`config.mk`:
```
export PLATFORM = sky130hd
export DESIGN_NAME = serial_frame_tx
export DESIGN_NICKNAME = d
export VERILOG_FILES = /design/src/rtl/serial_frame_tx.sv
export SDC_FILE = /design/constraint.sdc
export NUM_CORES = 1
export LEC_CHECK = 0
export ABC_AREA = 0
export BUFFER_PORTS_ARGS = -buffer_cell sky130_fd_sc_hd__buf_2
export CORE_MARGIN = 2
export CORE_UTILIZATION = 44
export CTS_CLUSTER_SIZE = 25
export DETAILED_ROUTE_END_ITERATION = 7
export HOLD_SLACK_MARGIN = 0.1
export PLACE_DENSITY = 0.66
export SLEW_MARGIN = 20
export SYNTH_ARGS = -nofsm -noshare
export SYNTH_HDL_FRONTEND = slang
export SYNTH_SLANG_ARGS = --single-unit
export TNS_END_PERCENT = 5
```
`constraint.sdc`:
```
create_clock -name Clock -period 3.21 [get_ports Clock]
set_input_delay 0.321 -clock Clock [delete_from_list [all_inputs] [get_ports Clock]]
set_output_delay 0.321 -clock Clock [all_outputs]
set_load 0.03 [all_outputs]
```
`src/rtl/serial_frame_tx.sv`:
```
// Serial frame transmitter: start bit, LSB-first data, optional even parity, stop bit(s).
// Every output comes from a flop, so the line and the status flags only move on a clock edge
// or on reset.
module serial_frame_tx #(
  parameter int unsigned WIDTH        = 8,
  parameter int unsigned CLKS_PER_BIT = 4,
  parameter int unsigned PARITY_EN    = 1,
  parameter int unsigned STOP_BITS    = 1
) (
  input  logic             Clock,
  input  logic             Reset,
  input  logic [WIDTH-1:0] D,
  input  logic             Load,
  output logic             Ready,
  output logic             Q,
  output logic             Busy,
  output logic             Done
);

  localparam int unsigned CntW = (CLKS_PER_BIT > 1) ? $clog2(CLKS_PER_BIT) : 1;

  typedef enum logic [2:0] {StIdle, StStart, StData, StParity, StStop} state_e;

  state_e            state_q, state_d;
  logic [CntW-1:0]   cyc_q, cyc_d;
  logic [4:0]        bit_q, bit_d;
  logic [WIDTH-1:0]  shift_q, shift_d;
  logic              parity_q, parity_d;
  logic              q_q, q_d;
  logic              ready_q, ready_d;
  logic              busy_q, busy_d;
  logic              done_q, done_d;
  logic              bit_end;

  // State and output registers; reset forces the line idle immediately.
  always_ff @(posedge Clock or posedge Reset) begin
    if (Reset) begin
      state_q  <= StIdle;
      cyc_q    <= '0;
      bit_q    <= '0;
      shift_q  <= '0;
      parity_q <= 1'b0;
      q_q      <= 1'b1;
      ready_q  <= 1'b1;
      busy_q   <= 1'b0;
      done_q   <= 1'b0;
    end else begin
      state_q  <= state_d;
      cyc_q    <= cyc_d;
      bit_q    <= bit_d;
      shift_q  <= shift_d;
      parity_q <= parity_d;
      q_q      <= q_d;
      ready_q  <= ready_d;
      busy_q   <= busy_d;
      done_q   <= done_d;
    end
  end

  // Next-state logic; q_d is the line value for the cycle after the coming edge.
  always_comb begin
    state_d  = state_q;
    cyc_d    = '0;
    bit_d    = bit_q;
    shift_d  = shift_q;
    parity_d = parity_q;
    q_d      = q_q;
    ready_d  = ready_q;
    busy_d   = busy_q;
    done_d   = 1'b0;
    bit_end  = (cyc_q == CntW'(CLKS_PER_BIT - 1));

    if (state_q != StIdle) begin
      cyc_d = bit_end ? '0 : cyc_q + CntW'(1);
    end

    unique case (state_q)
      StIdle: begin
        if (Load && ready_q) begin
          shift_d  = D;
          parity_d = ^D;
          state_d  = StStart;
          q_d      = 1'b0;
          ready_d  = 1'b0;
          busy_d   = 1'b1;
          bit_d    = '0;
        end
      end
      StStart: begin
        if (bit_end) begin
          state_d = StData;
          q_d     = shift_q[0];
          bit_d   = '0;
        end
      end
      StData: begin
        if (bit_end) begin
          shift_d = shift_q >> 1;
          if (bit_q == 5'(WIDTH - 1)) begin
            bit_d = '0;
            if (PARITY_EN != 0) begin
              state_d = StParity;
              q_d     = parity_q;
            end else begin
              state_d = StStop;
              q_d     = 1'b1;
            end
          end else begin
            bit_d = bit_q + 5'd1;
            q_d   = shift_d[0];
          end
        end
      end
      StParity: begin
        if (bit_end) begin
          state_d = StStop;
          q_d     = 1'b1;
          bit_d   = '0;
        end
      end
      StStop: begin
        if (bit_end) begin
          if (bit_q == 5'(STOP_BITS - 1)) begin
            state_d = StIdle;
            ready_d = 1'b1;
            busy_d  = 1'b0;
            done_d  = 1'b1;
            q_d     = 1'b1;
            bit_d   = '0;
          end else begin
            bit_d = bit_q + 5'd1;
          end
        end
      end
      default: begin
        state_d = StIdle;
      end
    endcase
  end

  assign Ready = ready_q;
  assign Q     = q_q;
  assign Busy  = busy_q;
  assign Done  = done_q;

endmodule
```
# After elaboration in Yosys (flattened, before gate mapping)
# Index checks and enable logic that the tools add are counted.
[classes]
addsub = 2
eq_ne = 14
muxes = 36
reduce_logical = 16
[ops]
columns = ["cell", "count"]
rows = [
  ["5-bit 2-to-1 mux", 6],
  ["3-bit 2-to-1 mux", 7],
  ["5-bit one-hot mux with 4 select lines", 1],
  ["8-bit 2-to-1 mux", 2],
  ["8-bit one-hot mux with 2 select lines", 1],
  ["3-bit one-hot mux with 5 select lines", 1],
  ["2-bit inequality test (second input constant)", 7],
  ["7-bit AND reduction", 2],
  ["1-bit 2-to-1 mux", 13],
  ["8-bit parity", 1],
  ["3-bit by 2-bit equality test with 1-bit output (second input constant)", 2],
  ["5-bit by 1-bit adder with 5-bit output (second input constant)", 1],
  ["5-bit by 3-bit equality test with 1-bit output (second input constant)", 1],
  ["5-bit zero test", 1],
  ["1-bit one-hot mux with 5 select lines", 1],
  ["5-bit AND reduction", 1],
  ["5-bit nonzero test", 1],
  ["2-bit 2-to-1 mux", 2],
  ["1-bit one-hot mux with 2 select lines", 2],
  ["4-bit AND reduction", 1],
  ["2-bit nonzero test", 2],
  ["4-bit nonzero test", 1],
  ["3-bit by 1-bit equality test with 1-bit output (second input constant)", 1],
  ["3-bit equality test (second input constant)", 1],
  ["9 further kinds", 9],
]
[word_totals]
register_bits = 23
inputBits = 11
output_inout_bits = 4
elab_cells = 77

# Depth between registers and ports, before layout
# Gate-level depths: netlist of run 1.
[logic_depth]
ltp_word = 4
ltp_mapped = 7

# Worst setup path before layout of run 1
# OpenSTA, ideal clock, no wires.
[synth_path]
path_type = "reg2reg"
from = "register bit_q[0]"
to = "register q_q (netlist: Q)"
setup_ns = 0.082
t_arrival_ns = 1.414
slack_ns = 1.714
path_stages_with_launch = 7
path_buffers = 0
synth_period_minus_slack_ns = 1.496
cell_sequence = "dfrtp_1 -> inv_1 -> ha_1 -> nor4b_4 -> nand4_1 -> nand2_1 -> mux2_2"
[synth_via]
elab_chain_len = 4
[synth_rtl]
columns = ["item", "line_no", "text"]
rows = [
  ["start: declaration", "26", "logic [4:0] bit_q, bit_d;"],
  ["start signal: assignment", "50", "bit_q <= bit_d;"],
  ["5-bit by 3-bit equality test with 1-bit output", "99", "if (bit_q == 5'(WIDTH - 1)) begin"],
  ["1-bit 2-to-1 mux", "99", ""],
  ["1-bit 2-to-1 mux", "97", "if (bit_end) begin"],
  ["1-bit one-hot mux with 5 select lines", "77", "unique case (state_q)"],
  ["end signal: assignment", "53", "q_q <= q_d;"],
  ["end: declaration", "29", "logic q_q, q_d;"],
]
# Several ways; a longest one is shown, not always the timed one. The select of a mux whose other input is x is not followed.
# A chain may end at the register's enable or synchronous reset.

# Final worst setup path of run 1
# Same ends and word-level chain as after synthesis.

==> results of run 1 <==
final timing paths:
check	from	to	slack, ns	cells past startpoint
min in group Clock	D[7]	shift_q[7]$_DFFE_PP0P_	0.24	2
worst min register to register	cyc_q[0]$_DFF_PP0_	cyc_q[0]$_DFF_PP0_	0.44	1
worst min-delay path	Reset	Done$_DFF_PP0_	0.16	2
worst max register to register	bit_q[0]$_DFFE_PP0P_	Q$_DFFE_PP1P_	1.51	6
max in group asynchronous	Reset	state_q[0]$_DFFE_PP0P_	2.53	2
worst max-delay path	bit_q[0]$_DFFE_PP0P_	Q$_DFFE_PP1P_	1.51	6
per-stage QoR:
stage               std cells  hold WS [ns]  utilization  setup WS (ns)  instance area [sq um]
floorplan                 131        0.3214            -          1.714                   1331
global placement          171        0.4232       0.5004          1.497                   1404
detailed placement        171        0.4283       0.5004          1.489                   1404
CTS                       175        0.1922       0.5103          1.470                   1431
global route              175        0.2293       0.5103          1.348                   1431
finish                    175        0.1568       0.5103          1.507                   1431
area by class of cell:
type                       instances  share of cell area
multi-input combinational         95              0.4799
sequential                        23              0.4038
inverter                           8             0.02098
clock inverter                     1            0.003497
tap                               31             0.02710
clock buffer                       3             0.01573
timing repair buffer              14             0.04895
layout by cell type (no fill, tap or decap), drive strengths merged, types with 2 or more instances in the layout:
master  synthesis  routed
a21o            2       2
a21oi           9       9
buf             5      14
clkbuf          0       3
dfrtp          21      21
dfstp           2       2
ha              3       3
inv             8       8
mux2            2       2
mux2i           8       8
nand2          10      10
nand2b          3       3
nand3           7       7
nand4           2       2
nor2           14      14
nor3            2       2
o211ai          2       2
o21ai           6       6
o221ai          2       2
xnor2           6       6
xor2            2       2
cell families (layout without fill, tap and decap cells):
logic type / count (synthesis) / count (layout) / synth area share
adder cells (fa/ha/maj): 3 / 3 / 0.02820
AND/OR/NAND/NOR: 46 / 46 / 0.2021
buffers and inverters: 13 / 26 / 0.04981
multiplexers: 10 / 10 / 0.07707
flip-flops: 23 / 23 / 0.4342
XOR/XNOR: 8 / 8 / 0.05263
AO/OA/AOI/OAI: 28 / 28 / 0.1560
power by group through the flow:
stage | Clock [mW] | Combinational (mW) | Sequential (mW)
floorplan | 0 | 0.0971 | 0.347
global placement | 0 | 0.119 | 0.350
detailed placement | 0 | 0.121 | 0.351
CTS | 0.140 | 0.121 | 0.345
global route | 0.150 | 0.136 | 0.350
finish | 0.132 | 0.119 | 0.345
flip-flops by register name (all words and copies together), names as in the netlist:
name      flops
state_q       3
Busy          1
Done          1
cyc_q         2
shift_q       8
Ready         1
Q             1
parity_q      1
bit_q         5
critical path, stage by stage (launching register included):
cell	delay, ns
dfrtp_1	0.45
inv_1	0.07
ha_1	0.14
nor4b_4	0.29
nand4_1	0.23
nand2_1	0.14
mux2_2	0.33
routing by layer:
layer	wire length [microns]	part of all wire	up-vias
met4	33	0.014	0
met3	74	0.031	4
li1	-	-	488
met2	1143	0.48	19
met5	0	0	-
met1	1107	0.47	455
==> flow_summary.toml, run 1 <==
[sta]
setup_viol = 0
maxSlewViolCount = 0
slew_headroom = 0.4396
fmax_mhz = 587.1
finalSetupTns_ns = 0
tightest_slew_ns = 0.8397
layout_worst_path_cycle_share = 0.5306
rsz0062_at_grt = "false"
layout_min_cycle_time_ns = 1.703
fin_skew_ns = 0.003943
hold_viol = 0

[synth]
yosysSeqAreaShare = 0.4342
synth_cell_type_count = 41
yosysTopAreaCellShare = 0.3947
synth_warnings = 0
synth_flop_cell = "dfrtp_1"
synth.avg_cell_area_sq_um = 10.16
ys_async_sr_fraction = 1.000
netlist_top_cells_area = "dfrtp_1 (39%), mux2i_1 (6.0%), dfstp_2 (3.9%)"
synth_seq_cells = 23
synth_common_cells = "dfrtp_1 (21), nor2_1 (13), nand2_1 (10)"
syn_inst = 131
syn-num-nets = 145
yosysMostFrequentCell = "dfrtp_1"
yosysTopAreaCell = "dfrtp_1"
synth_edf_count = 0
syn-cell-area_sq_mm = 0.001331

[min_path]
hold_class = "input port to asynchronous set/reset pin"

[floorplanning]
core_area_sq_mm = 0.002805
die_y_microns = 59.01
rows = 19
die-area_sq_mm = 0.003482
io_pins = 15
dieWidth_microns = 59.01
initial_utilization = 0.4746

[grt]
grtUsageMet1 = 0.2123
grt-ovfl-total = 0
grt_max_degree = 24
met2_usage = 0.2667
grt_usage = 0.1609
grt_most_used_layer = "met2"
grt_pass1_vias = 988
use_met3 = 0.02402
grt_pass1_wl_microns = 4319
antenna_found_initial = 0

[cells_and_area]
drive_gt1_frac = 0.2292
n_antenna_cell = 0
fill_cells = 259
seq_area_sq_um = 578.1
multiInputGateArea_sq_um = 686.9
layout-area-overhead-vs-synth_pct = 7.519
fin_nets = 159

[drt]
wl_per_cell_microns = 13.47
drc = 0
wl_microns = 2358
drt_iter0_drc = 68
first_pass_iters = 4
via_per_inst = 5.520
vias = 966
antenna_left = 0

[setup_path]
endpoint_kind = "flip-flop"
cp_data_arrival_time_ns = 1.95
cp-start-kind = "flip-flop"
crit_fanout = 5
required_ns = 3.46
crit_type = "flip-flop to flip-flop"

[power]
pwr_density_cell_mw_per_mm2 = 416.5
swShare = 0.2936
leakagePower_nw = 0.6281
p_int_mw = 0.4211
combPwrFrac = 0.200
p_clk_frac = 0.222
p_total_mw = 0.5961
irDropWorstVdd_mv = 0.2039
p_switching_mw = 0.1750
power_frac_seq = 0.579

[status]
status = "complete, no violations"

[clocking]
cts-root-buf = "clkbuf_4"
insertion_delay_ns = 0.30
cts_tree = "yes"
max-clock-path-buffers = 2
hold_buffers = 0
cts-buffers-inserted = 3
clock-sinks = 23
htree_levels = 1
postCtsSetupBuffers = 0
path_clk_slew_ns = 0.13
cts.repair.resized = 0

[place]
dpl.hpwl_microns = 1827
place_congestion = 0.8407
io_buffers = 14

[flow_run]
max_cap_violations = 0
Power figures use the tool's default switching activity.
==> inputs of run 2 (changes only) <==
Settings changed: PLACE_DENSITY 0.66 to 0.68.
Clock period 3.21 ns to 1.5 ns, I/O delays scaled along.
==> run 2 against run 1 <==
  * The run now ends with setup timing left
  * Die area stayed put
  * Via count is 11% higher
  * Final cell count rose by 11%
  * Routed wire length is 11% higher
  * Largest power group unchanged
  * Critical path depth shrank 1
==> flow_summary.toml, run 2 (synthesis results as in run 1) <==
[status]
status = "finished, violations left"
violations = "setup timing"

[cells_and_area]
drive_gt1_frac = 0.3537
layout-area-overhead-vs-synth_pct = 22.09
fin_nets = 179
largest_reg_flops = 8
multiInputGateArea_sq_um = 708.2
seq_area_sq_um = 580.6
mostFrequentLayoutCell = "dfrtp_1"
fill_cells = 253
top_register = "shift_q"
reg_top3 = "shift_q: 8 flops, bit_q: 5 flops, state_q: 3 flops"
n_antenna_cell = 0
final_cell_mix = "dfrtp_1 (19), buf_4 (16), buf_2 (14)"

[grt]
grt_max_degree = 24
grt_usage = 0.1785
antenna_found_initial = 0
grt-ovfl-total = 0
grt_pass1_vias = 1108
grt_pass1_wl_microns = 4733

[sta]
final.setup.worst_slack_ns = -0.05800
fmax_mhz = 641.8
tightest_slew_ns = 0.3655
slew_headroom = 0.7545
rsz0062_at_grt = "true"
hold_viol = 0
layout_worst_path_cycle_share = 1.039
holdWs_ns = 0.1207
fin_skew_ns = 0.003398
maxSlewViolCount = 0
setup_viol = 1
layout_min_cycle_time_ns = 1.558

[setup_path]
path_delay_family = "multiplexers"
r2r_setup_slack_ns = -0.06
cp-start-kind = "flip-flop"
crit_fanout = 3
crit_buf_inv = 0
cpMaxStageDelayCell = "dfrtp_1"
crit_type = "flip-flop to flip-flop"
path_cells = "ha_1, and4bb_2, mux2i_1, o221ai_1, mux2_2"
endpoint_kind = "flip-flop"
required_ns = 1.76
critPathMaxStageDelay_ns = 0.40
cp_data_arrival_time_ns = 1.81

[drt]
via_per_inst = 5.497
antenna_left = 0
wl_microns = 2626
first_pass_iters = 4
drc = 0
vias = 1072
drt_iter0_drc = 21
wl_per_cell_microns = 13.47

[min_path]
hold_class = "input port to flip-flop"

[place]
place_congestion = 0.7955
io_buffers = 14
dpl.hpwl_microns = 1991
post-place-ws_ns = -0.04262

[power]
leakagePower_nw = 0.7251
p_total_mw = 1.342
irDropWorstVdd_mv = 0.3972
pwr_density_cell_mw_per_mm2 = 825.8

[clocking]
max-clock-path-buffers = 2
htree_levels = 1
clock-sinks = 23
path_clk_slew_ns = 0.13
cts_tree = "yes"
insertion_delay_ns = 0.31
cts-buffers-inserted = 3
postCtsSetupBuffers = 0
cts-root-buf = "clkbuf_4"

[floorplanning]
rows = 19
dieWidth_microns = 59.01
die_y_microns = 59.01
die-area_sq_mm = 0.003482
initial_utilization = 0.4746
core_area_sq_mm = 0.002805
io_pins = 15

[flow_run]
max_cap_violations = 0
[run 2: cell count changes in the layout (fill, tap and decap cells not counted), moves of 2 or more]
cell / before / now
dlygate4sd3_1: 0 / 2
buf_4: 0 / 16
dfrtp_2: 0 / 2
inv_1: 8 / 6
inv_2: 0 / 2
dfrtp_1: 21 / 19
[run 2: tightest hold or removal path: cells and delay by family]
| kind | cells | cell delay (ns) |
|---|---|---|
| AND/OR/NAND/NOR | 3 | 0.17 |
| buffers and inverters | 1 | 0.12 |
[run 2: timing repair]
action | in CTS | in global routing
pin swaps | 5 | 8
hold endpoints to repair | 22 | 0
gates resized for setup | 2 | 8
setup endpoints to repair | 4 | 15
hold buffers | 2 | 0
[run 2: worst paths after layout]
check / start / to / cells past startpoint
setup / recovery: bit_q[1]$_DFFE_PP0P_ / Q$_DFFE_PP1P_ / 5
setup reg to reg: bit_q[1]$_DFFE_PP0P_ / Q$_DFFE_PP1P_ / 5
hold / removal: Load / Ready$_DFFE_PP1P_ / 4
hold reg to reg: cyc_q[0]$_DFF_PP0_ / cyc_q[0]$_DFF_PP0_ / 1
max in group asynchronous: Reset / Ready$_DFFE_PP1P_ / 4
min in group asynchronous: Reset / bit_q[2]$_DFFE_PP0P_ / 4
[run 2: layer usage]
layer,GRT usage,part of all wire
met3,0.01965,0.025
met2,0.3159,0.51
met1,0.2126,0.43
met4,0.09091,0.027
met5,0,0
[run 2: power by group]
| part | internal [mW] | total (mW) | switching [mW] |
|---|---|---|---|
| combinational | 0.155 | 0.322 | 0.168 |
| clock | 0.104 | 0.291 | 0.187 |
| sequential | 0.687 | 0.729 | 0.0419 |
[run 2: area by class of cell]
cell class | instances | area share
multi-input cells | 95 | 0.4357
flip-flops and latches | 23 | 0.3572
repair buffers | 34 | 0.1486
well taps | 31 | 0.02386
inverters | 8 | 0.01848
clock buffers | 4 | 0.01617
[run 2: metrics by stage]
| step | instances | utilization | instance area, sq um | TNS, ns |
|---|---|---|---|---|
| 6_report | 195 | 0.5794 | 1625 | -0.05800 |
| 5_1_grt | 195 | 0.5794 | 1625 | -0.7192 |
| 4_1_cts | 195 | 0.5709 | 1602 | -0.1371 |
| 3_5_place_dp | 189 | 0.5531 | 1551 | -0.1084 |
| 3_3_place_gp | 189 | 0.5531 | 1551 | 0 |
| 2_1_floorplan | 131 | - | 1331 | 0 |
==> inputs of run 3 (changes only) <==
Settings changed: CTS_CLUSTER_DIAMETER from default to 80, GPL_TIMING_DRIVEN from default to 0.
==> run 3 against run 2 <==
  * The flow still finishes with violations (setup timing)
  * Routed wire length up 4.8%
  * Clock skew up 0.010 ns
  * Worst hold slack better by 0.016 ns
  * Core utilization down 0.89 points
  * Die area unchanged
  * Design area down 1.5%
  * Critical path type unchanged
  * Largest power group unchanged
==> flow_summary.toml, run 3 (synthesis results as in run 1) <==
[status]
status = "finished, violations left"
violations = "setup timing"

[sta]
fmax_mhz = 621.0
layout_worst_path_cycle_share = 1.073
final.setup.worst_slack_ns = -0.1102
maxSlewViolCount = 0
finalSetupTns_ns = -0.4767
layout_min_cycle_time_ns = 1.610
rsz0062_at_grt = "true"
slew_headroom = 0.4100
setup_viol = 7
hold_viol = 0
tightest_slew_ns = 0.8841
fin_skew_ns = 0.01352

[power]
irDropWorstVdd_mv = 0.8665
leakagePower_nw = 0.7079
p_total_mw = 1.337
pwr_density_cell_mw_per_mm2 = 835.3

[clocking]
cts-root-buf = "clkbuf_4"
cts_tree = "yes"
cts-buffers-inserted = 3
max-clock-path-buffers = 2
insertion_delay_ns = 0.33
path_clk_slew_ns = 0.13
clock-sinks = 23
htree_levels = 1

[cells_and_area]
design_area_sq_mm = 0.001600
fin_nets = 175
largest_reg_flops = 8
mostFrequentLayoutCell = "dfrtp_1"
layout-area-overhead-vs-synth_pct = 20.21
n_antenna_cell = 0
reg_top3 = "shift_q: 8 flops, bit_q: 5 flops, state_q: 3 flops"
top_register = "shift_q"
final_cell_mix = "dfrtp_1 (21), buf_2 (15), nor2_1 (12)"
drive_gt1_frac = 0.3438

[grt]
grt_pass1_vias = 1028
grt-ovfl-total = 0
grt_usage = 0.1703
antenna_found_initial = 0
grt_max_degree = 24
grt_pass1_wl_microns = 4402

[place]
placed_cell_area_sq_mm = 0.001440
place_congestion = 0.8327
dpl.hpwl_microns = 1919
post-place-ws_ns = -0.1868
io_buffers = 14

[drt]
wl_microns = 2751
first_pass_iters = 4
vias = 1077
drt_iter0_drc = 38
antenna_left = 0
via_per_inst = 5.639
drc = 0
wl_per_cell_microns = 14.40

[floorplanning]
core_area_sq_mm = 0.002805
die_y_microns = 59.01
io_pins = 15
initial_utilization = 0.4746
dieWidth_microns = 59.01
die-area_sq_mm = 0.003482
rows = 19

[setup_path]
cp_data_arrival_time_ns = 1.88
cp-start-kind = "flip-flop"
required_ns = 1.77
crit_type = "flip-flop to flip-flop"
crit_fanout = 4
endpoint_kind = "flip-flop"

[min_path]
hold_class = "input port to flip-flop"

[flow_run]
max_cap_violations = 0
[run 3: per-layer routing]
layer / share of wire / wire length [microns] / global-route usage
met5: 0 / 0 / 0
met4: 0.041 / 114 / 0.1169
met1: 0.41 / 1136 / 0.2020
met3: 0.044 / 120 / 0.04803
met2: 0.50 / 1381 / 0.2667
[run 3: path summary, 6_finish.rpt]
kind                                 startpoint  slack, ns  cells after the start                      to
setup / recovery           bit_q[1]$_DFFE_PP0P_      -0.11                      6           Q$_DFFE_PP1P_
hold / removal                             D[6]       0.14                      3  shift_q[6]$_DFFE_PP0P_
setup reg to reg           bit_q[1]$_DFFE_PP0P_      -0.11                      6           Q$_DFFE_PP1P_
hold reg to reg              cyc_q[0]$_DFF_PP0_       0.44                      1      cyc_q[0]$_DFF_PP0_
max in group asynchronous                 Reset       0.41                      3  shift_q[2]$_DFFE_PP0P_
min in group asynchronous                 Reset       0.53                      3    bit_q[0]$_DFFE_PP0P_
[run 3: power breakdown]
group	total, mW	internal (mW)	leakage [nW]	switching [mW]
combinational	0.320	0.149	0.406	0.172
sequential	0.723	0.687	0.287	0.0357
clock	0.294	0.104	0.0150	0.189
[run 3: repair_timing]
action | CTS | global route
pin swaps | 4 | 6
endpoints found under the setup margin | 16 | 19
hold endpoints to repair | 22 | 0
buffers inserted | 5 | 4
gates cloned | 0 | 0
hold buffers | 2 | 0
gates resized for setup | 5 | 9
[run 3: worst max-delay path, stage by stage, from the launching register on]
cell and delay (ns):
dfrtp_1 0.43, inv_2 0.07, ha_2 0.15, nor4b_4 0.30
nand4_1 0.19, nand2_1 0.11, mux2_4 0.30
[run 3: layout make-up]
type                       count  area [sq um]
multi-input combinational     95         723.2
inverter                       8         30.03
tap                           31         38.79
clock buffer                   4         26.28
timing repair buffer          25         157.7
sequential                    23         578.1
buffer                         5         46.29
fill                         242          1205
[run 3: stage by stage]
step	hold WS, ns	util	std cells
finish	0.1368	0.5705	191
global route	0.1452	0.5705	191
CTS	0.1226	0.5464	187
detailed placement	0.3801	0.5134	176
global placement	0.3683	0.5134	176
floorplan	0.1504	-	131
